### config.mk
export PLATFORM = sky130hd
export DESIGN_NAME = des_decrypt_core
export DESIGN_NICKNAME = d
export VERILOG_FILES = /design/src/rtl/des_decrypt_core.sv
export SDC_FILE = /design/constraint.sdc
export NUM_CORES = 1
export LEC_CHECK = 0
export ABC_AREA = 1
export BUFFER_PORTS_ARGS = -buffer_cell sky130_fd_sc_hd__buf_2
export CAP_MARGIN = 20
export CORE_MARGIN = 4
export CORE_UTILIZATION = 35
export DETAILED_ROUTE_END_ITERATION = 16
export PLACE_DENSITY = 0.79
export SLEW_MARGIN = 15
export SYNTH_ARGS = -nofsm -noshare
export SYNTH_HDL_FRONTEND = slang
export SYNTH_SLANG_ARGS = --single-unit
export TNS_END_PERCENT = 5
### constraint.sdc
create_clock -name clk -period 1.45 [get_ports clk]
set_input_delay 0.2175 -clock clk [delete_from_list [all_inputs] [get_ports clk]]
set_output_delay 0.2175 -clock clk [all_outputs]
set_load 0.1 [all_outputs]
### src/rtl/des_decrypt_core.sv
// Iterative DES block core: one Feistel round per clock, 16 rounds per block.
// Decrypt-only by default; defining DES_ENCRYPT_MODE_EN adds the mode_enc port for encryption.
module des_decrypt_core (
    input  logic        clk,
    input  logic        rst_n,
    input  logic        in_valid,
    output logic        in_ready,
    input  logic [63:0] dat_in,
    input  logic [63:0] key_in,
    output logic        out_valid,
    input  logic        out_ready,
    output logic [63:0] dat_out
`ifdef DES_ENCRYPT_MODE_EN
    ,
    input  logic        mode_enc
`endif
);

    // state | meaning
    // IDLE  | waiting for a block, in_ready high
    // ROUND | one Feistel round per cycle, counter 0..15
    // DONE  | dat_out valid, held until out_ready
    typedef enum logic [1:0] {IDLE, ROUND, DONE} state_t;

    localparam int IP_T [64] = '{
        58, 50, 42, 34, 26, 18, 10,  2, 60, 52, 44, 36, 28, 20, 12,  4,
        62, 54, 46, 38, 30, 22, 14,  6, 64, 56, 48, 40, 32, 24, 16,  8,
        57, 49, 41, 33, 25, 17,  9,  1, 59, 51, 43, 35, 27, 19, 11,  3,
        61, 53, 45, 37, 29, 21, 13,  5, 63, 55, 47, 39, 31, 23, 15,  7};
    localparam int FP_T [64] = '{
        40,  8, 48, 16, 56, 24, 64, 32, 39,  7, 47, 15, 55, 23, 63, 31,
        38,  6, 46, 14, 54, 22, 62, 30, 37,  5, 45, 13, 53, 21, 61, 29,
        36,  4, 44, 12, 52, 20, 60, 28, 35,  3, 43, 11, 51, 19, 59, 27,
        34,  2, 42, 10, 50, 18, 58, 26, 33,  1, 41,  9, 49, 17, 57, 25};
    localparam int E_T [48] = '{
        32,  1,  2,  3,  4,  5,  4,  5,  6,  7,  8,  9,  8,  9, 10, 11,
        12, 13, 12, 13, 14, 15, 16, 17, 16, 17, 18, 19, 20, 21, 20, 21,
        22, 23, 24, 25, 24, 25, 26, 27, 28, 29, 28, 29, 30, 31, 32,  1};
    localparam int P_T [32] = '{
        16,  7, 20, 21, 29, 12, 28, 17,  1, 15, 23, 26,  5, 18, 31, 10,
         2,  8, 24, 14, 32, 27,  3,  9, 19, 13, 30,  6, 22, 11,  4, 25};
    localparam int PC1_T [56] = '{
        57, 49, 41, 33, 25, 17,  9,  1, 58, 50, 42, 34, 26, 18,
        10,  2, 59, 51, 43, 35, 27, 19, 11,  3, 60, 52, 44, 36,
        63, 55, 47, 39, 31, 23, 15,  7, 62, 54, 46, 38, 30, 22,
        14,  6, 61, 53, 45, 37, 29, 21, 13,  5, 28, 20, 12,  4};
    localparam int PC2_T [48] = '{
        14, 17, 11, 24,  1,  5,  3, 28, 15,  6, 21, 10, 23, 19, 12,  4,
        26,  8, 16,  7, 27, 20, 13,  2, 41, 52, 31, 37, 47, 55, 30, 40,
        51, 45, 33, 48, 44, 49, 39, 56, 34, 53, 46, 42, 50, 36, 29, 32};
    localparam int SBOX [8][64] = '{
        '{14,  4, 13,  1,  2, 15, 11,  8,  3, 10,  6, 12,  5,  9,  0,  7,
           0, 15,  7,  4, 14,  2, 13,  1, 10,  6, 12, 11,  9,  5,  3,  8,
           4,  1, 14,  8, 13,  6,  2, 11, 15, 12,  9,  7,  3, 10,  5,  0,
          15, 12,  8,  2,  4,  9,  1,  7,  5, 11,  3, 14, 10,  0,  6, 13},
        '{15,  1,  8, 14,  6, 11,  3,  4,  9,  7,  2, 13, 12,  0,  5, 10,
           3, 13,  4,  7, 15,  2,  8, 14, 12,  0,  1, 10,  6,  9, 11,  5,
           0, 14,  7, 11, 10,  4, 13,  1,  5,  8, 12,  6,  9,  3,  2, 15,
          13,  8, 10,  1,  3, 15,  4,  2, 11,  6,  7, 12,  0,  5, 14,  9},
        '{10,  0,  9, 14,  6,  3, 15,  5,  1, 13, 12,  7, 11,  4,  2,  8,
          13,  7,  0,  9,  3,  4,  6, 10,  2,  8,  5, 14, 12, 11, 15,  1,
          13,  6,  4,  9,  8, 15,  3,  0, 11,  1,  2, 12,  5, 10, 14,  7,
           1, 10, 13,  0,  6,  9,  8,  7,  4, 15, 14,  3, 11,  5,  2, 12},
        '{ 7, 13, 14,  3,  0,  6,  9, 10,  1,  2,  8,  5, 11, 12,  4, 15,
          13,  8, 11,  5,  6, 15,  0,  3,  4,  7,  2, 12,  1, 10, 14,  9,
          10,  6,  9,  0, 12, 11,  7, 13, 15,  1,  3, 14,  5,  2,  8,  4,
           3, 15,  0,  6, 10,  1, 13,  8,  9,  4,  5, 11, 12,  7,  2, 14},
        '{ 2, 12,  4,  1,  7, 10, 11,  6,  8,  5,  3, 15, 13,  0, 14,  9,
          14, 11,  2, 12,  4,  7, 13,  1,  5,  0, 15, 10,  3,  9,  8,  6,
           4,  2,  1, 11, 10, 13,  7,  8, 15,  9, 12,  5,  6,  3,  0, 14,
          11,  8, 12,  7,  1, 14,  2, 13,  6, 15,  0,  9, 10,  4,  5,  3},
        '{12,  1, 10, 15,  9,  2,  6,  8,  0, 13,  3,  4, 14,  7,  5, 11,
          10, 15,  4,  2,  7, 12,  9,  5,  6,  1, 13, 14,  0, 11,  3,  8,
           9, 14, 15,  5,  2,  8, 12,  3,  7,  0,  4, 10,  1, 13, 11,  6,
           4,  3,  2, 12,  9,  5, 15, 10, 11, 14,  1,  7,  6,  0,  8, 13},
        '{ 4, 11,  2, 14, 15,  0,  8, 13,  3, 12,  9,  7,  5, 10,  6,  1,
          13,  0, 11,  7,  4,  9,  1, 10, 14,  3,  5, 12,  2, 15,  8,  6,
           1,  4, 11, 13, 12,  3,  7, 14, 10, 15,  6,  8,  0,  5,  9,  2,
           6, 11, 13,  8,  1,  4, 10,  7,  9,  5,  0, 15, 14,  2,  3, 12},
        '{13,  2,  8,  4,  6, 15, 11,  1, 10,  9,  3, 14,  5,  0, 12,  7,
           1, 15, 13,  8, 10,  3,  7,  4, 12,  5,  6, 11,  0, 14,  9,  2,
           7, 11,  4,  1,  9, 12, 14,  2,  0,  6, 10, 13, 15,  3,  5,  8,
           2,  1, 14,  7,  4, 10,  8, 13, 15, 12,  9,  0,  3,  5,  6, 11}};

    // Tables hold DES bit numbers (1 = MSB), hence the width-minus-entry indexing.
    function automatic logic [63:0] perm_ip(input logic [63:0] x);
        logic [63:0] y;
        for (int j = 0; j < 64; j++) y[6'(63 - j)] = x[6'(64 - IP_T[j])];
        return y;
    endfunction

    function automatic logic [63:0] perm_fp(input logic [63:0] x);
        logic [63:0] y;
        for (int j = 0; j < 64; j++) y[6'(63 - j)] = x[6'(64 - FP_T[j])];
        return y;
    endfunction

    function automatic logic [55:0] perm_pc1(input logic [63:0] x);
        logic [55:0] y;
        for (int j = 0; j < 56; j++) y[6'(55 - j)] = x[6'(64 - PC1_T[j])];
        return y;
    endfunction

    function automatic logic [47:0] perm_pc2(input logic [55:0] x);
        logic [47:0] y;
        for (int j = 0; j < 48; j++) y[6'(47 - j)] = x[6'(56 - PC2_T[j])];
        return y;
    endfunction

    function automatic logic [31:0] feistel(input logic [31:0] r, input logic [47:0] k);
        logic [47:0] x;
        logic [31:0] s;
        logic [31:0] y;
        logic [5:0]  ch;
        for (int j = 0; j < 48; j++) x[6'(47 - j)] = r[5'(32 - E_T[j])];
        x = x ^ k;
        for (int b = 0; b < 8; b++) begin
            ch = x[6'(42 - 6 * b) +: 6];
            s[5'(28 - 4 * b) +: 4] = 4'(SBOX[3'(b)][{ch[5], ch[0], ch[4:1]}]);
        end
        for (int j = 0; j < 32; j++) y[5'(31 - j)] = s[5'(32 - P_T[j])];
        return y;
    endfunction

    function automatic logic [27:0] rot(input logic [27:0] x, input logic left, input logic two);
        case ({left, two})
            2'b00:   rot = {x[0], x[27:1]};
            2'b01:   rot = {x[1:0], x[27:2]};
            2'b10:   rot = {x[26:0], x[27]};
            default: rot = {x[25:0], x[27:26]};
        endcase
    endfunction

    // Rounds 1, 2, 9 and 16 of the key schedule shift by one, all others by two.
    function automatic logic two_shift(input logic [4:0] i);
        return !(i == 5'd1 || i == 5'd2 || i == 5'd9 || i == 5'd16);
    endfunction

    state_t      state_q, state_d;
    logic [3:0]  cnt_q, cnt_d;
    logic [31:0] l_q, l_d, r_q, r_d;
    logic [27:0] c_q, c_d, d_q, d_d;
    logic [63:0] out_q, out_d;
    logic        enc, enc_in;
    logic [4:0]  next_round;
    logic [47:0] subkey;
    logic [31:0] f_out;
    logic [63:0] dat_ip;
    logic [55:0] key_pc1;

`ifdef DES_ENCRYPT_MODE_EN
    logic enc_q;
    always_ff @(posedge clk or negedge rst_n) begin
        if (!rst_n)                               enc_q <= 1'b0;
        else if (state_q == IDLE && in_valid)     enc_q <= mode_enc;
    end
    assign enc    = enc_q;
    assign enc_in = mode_enc;
`else
    assign enc    = 1'b0;
    assign enc_in = 1'b0;
`endif

    assign dat_ip  = perm_ip(dat_in);
    assign key_pc1 = perm_pc1(key_in);
    assign subkey  = perm_pc2({c_q, d_q});
    assign f_out   = feistel(r_q, subkey);
    // Each round cycle prepares C/D for the following round.
    assign next_round = enc ? ({1'b0, cnt_q} + 5'd2) : (5'd16 - {1'b0, cnt_q});

    always_comb begin
        state_d = state_q;
        cnt_d   = cnt_q;
        l_d     = l_q;
        r_d     = r_q;
        c_d     = c_q;
        d_d     = d_q;
        out_d   = out_q;
        case (state_q)
            IDLE: begin
                if (in_valid) begin
                    l_d     = dat_ip[63:32];
                    r_d     = dat_ip[31:0];
                    c_d     = enc_in ? rot(key_pc1[55:28], 1'b1, 1'b0) : key_pc1[55:28];
                    d_d     = enc_in ? rot(key_pc1[27:0], 1'b1, 1'b0) : key_pc1[27:0];
                    cnt_d   = 4'd0;
                    state_d = ROUND;
                end
            end
            ROUND: begin
                l_d   = r_q;
                r_d   = l_q ^ f_out;
                c_d   = rot(c_q, enc, two_shift(next_round));
                d_d   = rot(d_q, enc, two_shift(next_round));
                cnt_d = cnt_q + 4'd1;
                if (cnt_q == 4'd15) begin
                    out_d   = perm_fp({l_q ^ f_out, r_q});
                    state_d = DONE;
                end
            end
            DONE: begin
                if (out_ready) state_d = IDLE;
            end
            default: state_d = IDLE;
        endcase
    end

    always_ff @(posedge clk or negedge rst_n) begin
        if (!rst_n) begin
            state_q <= IDLE;
            cnt_q   <= 4'd0;
            l_q     <= 32'd0;
            r_q     <= 32'd0;
            c_q     <= 28'd0;
            d_q     <= 28'd0;
            out_q   <= 64'd0;
        end else begin
            state_q <= state_d;
            cnt_q   <= cnt_d;
            l_q     <= l_d;
            r_q     <= r_d;
            c_q     <= c_d;
            d_q     <= d_d;
            out_q   <= out_d;
        end
    end

    assign in_ready  = (state_q == IDLE);
    assign out_valid = (state_q == DONE);
    assign dat_out   = out_q;

endmodule

Word-level counts from Yosys, hierarchy flattened
Memory sizes are Yosys's and may differ from the RTL's.
Cells that the tools add are included.

word-level totals
  memory bits (read-only) = 8192
  output and inout bits = 66
  memories = 4
  input bits = 132
  word-level logic and storage cells = 62
  register bits after elaboration = 114

operators by class
  mux-type cells = 20
  bitwise operators = 6
  order comparisons = 4
  reduce and logical (&&, ||, !) cells = 10
  eq/ne operators = 10
  add/sub/neg operators = 2

memory list
  memory            words  width  read ports  clocked after Yosys merged registers in  wr ports  line  RTL
  (name not given)  64     32     1           0                                        0         119   s[5'(28 - 4 * b) +: 4] = 4'(SBOX[3'(b)][{ch[5], ch[0], ch[4:1]}]);
  (name not given)  64     32     1           0                                        0         119
  (name not given)  64     32     1           0                                        0         119
  (name not given)  64     32     1           0                                        0         119

operators by type and width
  operator               number
  $pmux W28 S2           2
  $mux W32               2
  $pmux W32 S2           1
  $xor A32 B32 Y32       1
  $ge A7 B7 Y1 const B   4
  $mux W28               1
  $not A6 Y7             4
  $xor A24 B24 Y24       1
  $mux W3                4
  $mux W4                3
  $mux W2                5
  $pmux W4 S2            1
  $pmux W2 S3            1
  $eq A5 B1 Y1 const B   1
  $eq A5 B2 Y1 const B   1
  $eq A5 B4 Y1 const B   1
  $eq A5 B5 Y1 const B   1
  $sub A5 B4 Y5 const A  1
  $add A4 B1 Y4 const B  1
  $eq A4 B4 Y1 const B   1
  $logic_not A2 Y1       2
  $ne A2 B2 Y1 const B   2
  $reduce_and A2 Y1      2
  $logic_or A1 B1 Y1     3
  6 further kinds        6

Longest topological paths before layout
  depth in word-level cells = 9
  mapped depth = 7
  gate-level depth less buffers = 6

Worst setup path after synthesis
Ideal clock, no wire load.

  kind = register to output
  from = register state_q[0]
  to = output port in_ready
  data required time = 1233 ps
  arrival = 1692 ps
  path buffers = 0
  cell stages (with the launch flop) = 2
  path slack = -459 ps
  path through = dfrtp_1 nor2_1

between the ends
  word-level cells in the longest chain between the ends = 1

RTL lines
  element                 line  RTL
  start, declared         139   state_t state_q, state_d;
  start signal, assigned  218   state_q <= state_d;
  $logic_not A2 Y1        n/a
  end, declared           7     output logic in_ready,

No other way between the ends.

Worst setup path in the final report
  from = register state_q[0]
  to = output port out_valid

between the ends
  word-level cells in the longest chain between the ends = 1

RTL lines
  element        line  RTL
  $eq A2 B2 Y1   229   assign out_valid = (state_q == DONE);
  end, declared  10    output logic out_valid,

No other way between the ends.

==> out/qor.csv <==
stage,metric,value,unit
cts,clock_latency,290,ps
sta,fin_crit_sh,0.918,
sta,skew,6.28,ps
floorplanning,dieArea,6680,um^2
finish,nets,397,
setup_path,required,1230,ps
yosys,yosysUniqueCellTypes,20,
setup_path,r2r_end,dat_out[23],
placed_design,pre_cts_ws,36.9,ps
sta,final.setup.worst_slack,118,ps
detailed_routing,avgViaCountPerCell,3.99,
yosys,synth_top_cell_by_area,dfrtp_1,
yosys,netlist_top_cells_count,"nand2_1, buf_4, dfrtp_1, nand3_1, buf_2",
detailed_routing,route.detailed.drc,0,
worst_hold_path,holdPathStages,3,
yosys,syn_inst,219,
yosys,yosysSeqAreaShare,0.499,
floorplanning,die_h,81.8,um
cts,clk_pin_slew,70,ps
floorplanning,dieWidth,81.8,um
finish,n_antenna_cell,0,
floorplanning,fp-row-count,26,
placed_design,dp_hpwl,2710,um
yosys,synth_edf_count,0,
placed_design,gp_congestion,0.694,
sta,setup_violations,0,
floorplanning,core,5200,um^2
setup_path,reg2reg_slack,130,ps
sta,slew_violations,0,
finish,syn2layout_area_growth,14.8,%
yosys,ys_ff_latch,38,
cts,cts_tree,done,
detailed_routing,ant_nets,0,
power,powerDensity,2090,nW/um^2
sta,finalHoldViolCount,0,
setup_path,crit_path_top_delay_cell,dfrtp_1,
cts,clock-sinks,38,
global_route,track_usage,0.113,
yosys,yosysWarnings,0,
global_route,antenna_found_initial,0,
floorplanning,initial_core_util,0.366,
setup_path,rr_startpoint,cnt_q[0],
outcome,status,"finished, final reports clean",
placed_design,io_buffers,37,
cts,cts_made_buffers,5,
finish,drive_above_1_share,0.230,
yosys,synthArstFlopShare,1.00,
flow_run,max_cap_violations,0,
setup_path,rr_worst_depth,7,
global_route,grt_pass1_vias,1194,
setup_path,crit_chain,nor2_2 > buf_12,
detailed_routing,first_pass_iters,4,
setup_path,worstSetupPathType,reg2out,
setup_path,critPathMaxStageDelay,450,ps
sta,period_minus_slack,1330,ps
yosys,synth.area.top_cells,"dfrtp_1, buf_4, nand2_1, nand3_1, buf_6",
cts,cts_htree_levels,2,
power,leakage,1.30,nW
detailed_routing,vias,1336,
yosys,postSynthAreaPerCell,8.70,um^2
detailed_routing,wire_per_inst,10.8,um
yosys,netlist.area_leader.share,0.499,
sta,rsz0062_at_grt,no,
power,ir_drop,0.000908,V
cts,clk_path_buf_depth,2,
worst_hold_path,hold_start,dat_in[21],
global_route,grt_max_degree,24,
cts,cts-root-buf,clkbuf_8,
global_route,grt_pass1_wl,5550,um
floorplanning,ios,198,
yosys,syn-cell-area,1900,um^2
worst_hold_path,hold_class,in2reg,
sta,setup_tns,0,ps
global_route,overflow,0,
setup_path,cp-end-kind,output pin,
yosys,synthFlopType,dfrtp_1,
setup_path,cp_max_fo,5,
finish,fillerInstances,535,
worst_hold_path,holdPathEnd,r_q[21],
setup_path,arrival,1110,ps
detailed_routing,drt_iter0_markers,75,
setup_path,startpoint_type,flip-flop,
detailed_routing,wirelength,3610,um
sta,fmax,751,MHz
yosys,yosysMostFrequentCell,nand2_1,
[routing by layer]
metal | up-vias | wire length [um] | GRT usage
met5 | - | 0 | 0
li1 | 679 | - | -
met1 | 597 | 1450 | 0.136
met2 | 55 | 1810 | 0.187
met4 | 0 | 46 | 0.0449
met3 | 5 | 305 | 0.0351
[repair_timing]
item                                   4_1_cts  5_1_grt
buffers inserted                             0        1
setup endpoints to repair                    0       17
gates resized for setup                      0        1
endpoints found under the hold margin       15        0
hold buffers                                 1        0
[flip-flops by register name (all words and copies together), names as in the netlist]
register  flops
dat_out      16
state_q       2
cnt_q         4
r_q          16
[cells by family (layout without fill, tap and decap cells)]
family | Yosys count | count (layout) | synth area share
XOR/XNOR | 1 | 1 | 0.00460
adder cells (fa/ha/maj) | 1 | 1 | 0.00657
flip-flops | 38 | 38 | 0.499
AO/OA/AOI/OAI | 4 | 4 | 0.0131
buffers and inverters | 59 | 58 | 0.223
other | 1 | 48 | 0.00197
AND/OR/NAND/NOR | 115 | 115 | 0.251
[worst max-delay path: cells and delay by family (launching register included)]
| kind | cells | cell delay, ps |
|---|---|---|
| buf+inv | 1 | 190 |
| flops | 1 | 450 |
| simple gates | 1 | 180 |
[final cells by class]
type                       count  area, um^2  area share
timing repair buffer          46         310       0.142
clock inverter                 3        40.0      0.0183
multi-input combinational    169         714       0.327
clock buffer                   5        68.8      0.0315
sequential                    38         951       0.435
inverter                       4        15.0     0.00686
tap                           70        87.6      0.0400
[where the power goes]
part,total (mW),internal [mW],switching (mW),leakage [nW]
Clock,0.866,0.506,0.361,0.0579
Sequential,1.46,1.29,0.168,0.515
Combinational,2.25,0.384,1.86,0.727
Total,4.57,2.18,2.39,1.30
[per-stage QoR]
stage	cell area [um^2]	power (mW)	hold slack, ps	util	cells
floorplan	2090	3.42	-78.1	-	266
detailed placement	2040	3.72	163	0.393	325
CTS	2160	4.60	109	0.415	334
finish	2190	4.57	119	0.420	335
global placement	2040	3.68	154	0.393	325
global route	2190	4.83	104	0.420	335
[worst max-delay path by stage]
| stage | start | to | slack (ps) | cells after the start |
|---|---|---|---|---|
| floorplan | state_q[0] | in_ready | -20 | 1 |
| global placement | cnt_q[0] | dat_out[31] | 60 | 6 |
| detailed placement | cnt_q[0] | dat_out[29] | 40 | 6 |
| CTS | cnt_q[0] | dat_out[29] | 20 | 6 |
| global route | cnt_q[0] | dat_out[19] | 20 | 7 |
| finish | state_q[0] | out_valid | 120 | 2 |
[layout by cell type (no fill, tap or decap)]
cell type      synthesis  layout
dfrtp_1               38      38
nor2_4                 1       1
nand2_1               85      85
nand3_1               23      23
nand4_1                1       1
ha_1                   1       1
dlygate4sd3_1          0       1
nand2_2                2       1
xnor2_1                1       1
nand2_4                0       1
o21bai_1               1       1
clkbuf_8               0       5
buf_2                  4      35
inv_2                  2       2
buf_4                 49       6
clkinv_2               0       2
nor2_2                 1       3
o31ai_1                1       1
o21ai_1                1       1
buf_12                 0       4
inv_1                  2       2
bufinv_16              0       1
o21ai_0                1       1
conb_1                 1      48
Power figures use the tool's default switching activity.
